`src/rtl/fpu_ss_instr_buffer.sv`:
```
// FPU subsystem instruction input buffer.
// Holds instructions offloaded by the CV-X-IF issue stage in order and hands
// the oldest one to the subsystem controller through a valid/ready pop port.
// Payload bits are opaque here; only ordering and occupancy are managed.
module fpu_ss_instr_buffer #(
    parameter int unsigned DEPTH        = 4,
    parameter int unsigned DATA_WIDTH   = 64,
    parameter bit          FALL_THROUGH = 1'b0
) (
    input  logic                       clk_i,
    input  logic                       rst_i,
    input  logic                       flush_i,
    input  logic                       push_valid_i,
    output logic                       push_ready_o,
    input  logic [DATA_WIDTH-1:0]      push_data_i,
    output logic                       pop_valid_o,
    input  logic                       pop_ready_i,
    output logic [DATA_WIDTH-1:0]      pop_data_o,
    output logic [$clog2(DEPTH):0]     count_o,
    output logic                       full_o,
    output logic                       empty_o
);

    localparam int unsigned PTR_W = $clog2(DEPTH);
    localparam int unsigned CNT_W = PTR_W + 1;

    localparam logic [CNT_W-1:0] DEPTH_CNT = CNT_W'(DEPTH);
    localparam logic [CNT_W-1:0] CNT_ONE   = CNT_W'(1);
    localparam logic [PTR_W-1:0] PTR_ONE   = PTR_W'(1);

    logic [DATA_WIDTH-1:0] mem [DEPTH];
    logic [PTR_W-1:0]      rd_ptr;
    logic [PTR_W-1:0]      wr_ptr;
    logic [CNT_W-1:0]      cnt;

    logic push_hs;
    logic pop_hs;
    logic bypass;
    logic do_write;
    logic do_read;

    // Status flags come from the registered counter only, so they lag a handshake by one cycle.
    always_comb begin
        full_o  = (cnt == DEPTH_CNT);
        empty_o = (cnt == '0);
        count_o = cnt;
    end

    // Handshakes and output muxing; push_ready never looks at pop_ready so no pop credit when full.
    always_comb begin
        push_ready_o = ~full_o & ~flush_i & ~rst_i;
        pop_valid_o  = ~flush_i & ~rst_i & (~empty_o | (FALL_THROUGH & push_valid_i));
        pop_data_o   = mem[rd_ptr];
        if (FALL_THROUGH && empty_o) begin
            pop_data_o = push_data_i;
        end
        push_hs  = push_valid_i & push_ready_o;
        pop_hs   = pop_valid_o & pop_ready_i;
        // An empty buffer that pushes and pops at once just forwards the payload.
        bypass   = push_hs & pop_hs & empty_o;
        do_write = push_hs & ~bypass;
        do_read  = pop_hs & ~bypass;
    end

    // Pointer and occupancy bookkeeping; reset and flush both discard everything in one cycle.
    always_ff @(posedge clk_i) begin
        if (rst_i || flush_i) begin
            rd_ptr <= '0;
            wr_ptr <= '0;
            cnt    <= '0;
        end else begin
            if (do_write) begin
                wr_ptr <= wr_ptr + PTR_ONE;
            end
            if (do_read) begin
                rd_ptr <= rd_ptr + PTR_ONE;
            end
            if (do_write && !do_read) begin
                cnt <= cnt + CNT_ONE;
            end else if (do_read && !do_write) begin
                cnt <= cnt - CNT_ONE;
            end
        end
    end

    // Payload storage; write is already gated off by reset/flush through push_ready.
    always_ff @(posedge clk_i) begin
        if (do_write) begin
            mem[wr_ptr] <= push_data_i;
        end
    end

endmodule

```
`config.mk`:
```
export PLATFORM = sky130hd
export DESIGN_NAME = fpu_ss_instr_buffer
export DESIGN_NICKNAME = d
export VERILOG_FILES = /design/src/rtl/fpu_ss_instr_buffer.sv
export SDC_FILE = /design/constraint.sdc
export NUM_CORES = 1
export LEC_CHECK = 0
export CAP_MARGIN = 10
export CORE_ASPECT_RATIO = 1.5
export CORE_MARGIN = 5
export CORE_UTILIZATION = 49
export DETAILED_ROUTE_END_ITERATION = 16
export PLACE_DENSITY = 0.76
export SKIP_CTS_REPAIR_TIMING = 1
export SYNTH_ARGS = -nofsm -noshare
export SYNTH_HDL_FRONTEND = slang
export SYNTH_SLANG_ARGS = --single-unit
```
`constraint.sdc`:
```
create_clock -name clk_i -period 2.2 [get_ports clk_i]
set_input_delay 0.22 -clock clk_i [delete_from_list [all_inputs] [get_ports clk_i]]
set_output_delay 0.22 -clock clk_i [all_outputs]
set_load 0.05 [all_outputs]
```
==> impl_metrics.env <==
export IMPL_status="finished, final reports clean"
export IMPL_synth_nets=462
export IMPL_peakVddDrop_mv=0.540
export IMPL_cts_made_buffers=23
export IMPL_cts_max_path_buffers=3
export IMPL_power_switching_w=0.00203
export IMPL_grt_pass1_vias=4920
export IMPL_grt_pass1_wl_um=28500
export IMPL_drt_initial_drc_count=305
export IMPL_use_met3_pct=2.90
export IMPL_synth_cell_type_count=30
export IMPL_internal_power_w=0.00827
export IMPL_power_density_nw_per_um2=809
export IMPL_cts_num_sinks=265
export IMPL_viasPerCell=5.38
export IMPL_synthesis_instances=387
export IMPL_critPathKind="reg -> out"
export IMPL_whs_endpoint="mem[3][55]"
export IMPL_place_gp_congestion=0.732
export IMPL_initial_core_util_pct=49.5
export IMPL_grt_setup_unrepaired="yes"
export IMPL_cp_required_ns=1.98
export IMPL_hp_start="push_data_i[55]"
export IMPL_htree_levels=1
export IMPL_syn_area_um2=9710
export IMPL_startpoint_type="flop"
export IMPL_met1_usage_pct=19.0
export IMPL_grt_overflow_total=0
export IMPL_drc=0
export IMPL_dr_pass1_iters=4
export IMPL_drive_above_1_share_pct=36.4
export IMPL_avgSynthCellArea_um2=25.1
export IMPL_yosys_warnings=0
export IMPL_cts_tree="built"
export IMPL_postPlaceCellArea_um2=11900
export IMPL_rr_startpoint="count_o[2]"
export IMPL_ant_nets=0
export IMPL_power_frac_comb_pct=6.5
export IMPL_maxSlewHeadroom_pct=65.6
export IMPL_wl_per_cell_um=22.3
export IMPL_fin_crit_ns=2.18
export IMPL_core_um2=19600
export IMPL_top_usage_layer="met2"
export IMPL_p_seq_share_pct=54.4
export IMPL_clkPwrFrac_pct=39.1
export IMPL_fin_tns_setup_ns=0
export IMPL_finalWirelength_um=18600
export IMPL_area_delta_synth_final_pct=31.0
export IMPL_track_usage_pct=16.2
export IMPL_period_share_pct=99.0
export IMPL_hold_ws_ns=0.357
export IMPL_die_h_um=182
export IMPL_boundaryPins=140
export IMPL_clock_root_buffer="clkbuf_16"
export IMPL_ys_seq_area_share_pct=81.0
export IMPL_ys_ff_latch=265
export IMPL_dieArea_um2=22800
export IMPL_num_nets_final=632
export IMPL_hold_depth=1
export IMPL_worstReg2RegEnd="count_o[2]"
export IMPL_power_w=0.0103
export IMPL_grt_use_met2_pct=30.0
export IMPL_arrival_ns=1.96
export IMPL_antenna_found_initial=2
export IMPL_place_hpwl_um=11600
export IMPL_tightest_slew_ns=0.515
export IMPL_die_w_um=125
export IMPL_grt_max_degree=65
export IMPL_ff2ff_path_depth=8
export IMPL_netSwitchingFraction_pct=19.7
export IMPL_path_clk_slew_ns=0.07
export IMPL_setup_viol=0
export IMPL_rrSetupSlack_ns=0.07
export IMPL_hold_viol_final=0
export IMPL_crit_fanout=35
export IMPL_fill_cells=1251
export IMPL_maxCapViolCount=0
export IMPL_via_count=4485
export IMPL_p_leak_nw=4.12
export IMPL_crit_path_end_kind="primary output"
export IMPL_rows=63
export IMPL_skew_ns=0.00838
export IMPL_final_core_util_pct=64.8
export IMPL_drv_slew=0
export IMPL_clock_latency_ns=0.50
export IMPL_fmaxAchievable_mhz=459
export IMPL_design_area_um2=12700
export IMPL_io_buffers=139
export IMPL_hp_class="in -> reg"
how the worst max path moves through the flow:
| stage | to | slack (ns) |
|---|---|---|
| finish | pop_data_o[4] | 0.02 |
| global route | pop_data_o[4] | -0.07 |
| CTS | empty_o | -0.09 |
| detailed placement | count_o[2] | -0.41 |
| global placement | count_o[2] | -0.27 |
| floorplan | count_o[2] | 0.02 |
cell usage in the layout, fill, tap and decap left out, drive strengths merged, types with 2 or more instances in the layout:
| master | Yosys | final |
|---|---|---|
| or3 | 2 | 2 |
| and3 | 4 | 4 |
| inv | 4 | 4 |
| buf | 14 | 89 |
| clkbuf | 2 | 23 |
| bufinv | 0 | 4 |
| xor2 | 3 | 3 |
| ha | 5 | 5 |
| clkinv | 0 | 12 |
| dfxtp | 9 | 9 |
| mux4 | 64 | 64 |
| edfxtp | 256 | 256 |
| a21oi | 2 | 2 |
| o21ai | 2 | 2 |
| or2 | 2 | 2 |
| o31ai | 2 | 2 |
| nor2 | 6 | 6 |
| clkdlybuf4s50 | 0 | 71 |
flip-flops by register name (all words and copies together) (netlist names), named ones only:
name	count
count_o	3
wr_ptr	2
rd_ptr	2
mem	256
power groups by stage:
stage	Sequential [W]	Combinational, W	Clock (W)
detailed placement	0.00571	0.000665	0
floorplan	0.00571	0.000296	0
global placement	0.00570	0.000649	0
finish	0.00560	0.000669	0.00403
global route	0.00560	0.000700	0.00434
CTS	0.00560	0.000668	0.00412
area by class of cell:
| cell class | count | area [um2] | area share, % |
|---|---|---|---|
| antenna | 1 | 2.50 | 0.0197 |
| sequential | 265 | 7890 | 62.0 |
| clock inverter | 17 | 185 | 1.46 |
| timing repair buffer | 161 | 1940 | 15.3 |
| clock buffer | 23 | 576 | 4.52 |
| multi-input combinational | 102 | 1790 | 14.1 |
| tap | 260 | 325 | 2.56 |
| inverter | 4 | 15.0 | 0.118 |
cells by family after synthesis:
kind of cell,Yosys count,share of synthesized area [%]
AO/OA/AOI/OAI,8,0.618
AND/OR/NAND/NOR,20,1.21
multiplexers,65,14.9
adder cells (fa/ha/maj),6,0.850
buffers and inverters,20,1.11
flip-flops,265,81.0
XOR/XNOR,3,0.271
cell usage after synthesis:
cell type  number  share of area [%]
o31ai_2         1               0.13
buf_6           1               0.12
o21ai_0         2               0.10
fa_1            1               0.21
inv_1           4               0.15
buf_1           5               0.19
and3_2          4               0.31
xor2_1          3               0.27
mux4_2         64                 15
nor2_1          6               0.23
nand3_1         1              0.051
buf_4           6               0.46
dfxtp_1         9                1.9
nor3_1          1              0.051
clkbuf_1        2              0.077
mux2i_1         1               0.10
or3_2           1              0.077
and2_4          1              0.090
edfxtp_1      256                 79
buf_2           2               0.10
nand2_1         1              0.039
or3_1           1              0.064
nor3b_1         1              0.077
a21oi_1         2               0.10
or3b_1          1              0.090
or2_2           2               0.13
a21o_1          1              0.077
a211oi_2        1               0.13
o31ai_1         1              0.077
ha_1            5               0.64
through the flow:
stage,std cells,setup slack (ns)
after floorplan,387,0.0225
after global placement,790,-0.274
after detailed placement,790,-0.413
after CTS,830,-0.0870
after global routing,833,-0.0727
final,833,0.0226
routing by layer:
metal	part of all wire, %	wire (um)
met3	5.1	951
met1	36	6650
met5	0.059	11
met2	56	10400
met4	2.9	543
worst max-delay path, cell delays in order, from the launching register on:
cell and delay [ns]:
dfxtp_4 0.38, buf_16 0.27, mux4_2 0.61, buf_12 0.18
Note: power is estimated with default switching activity, not from simulation.
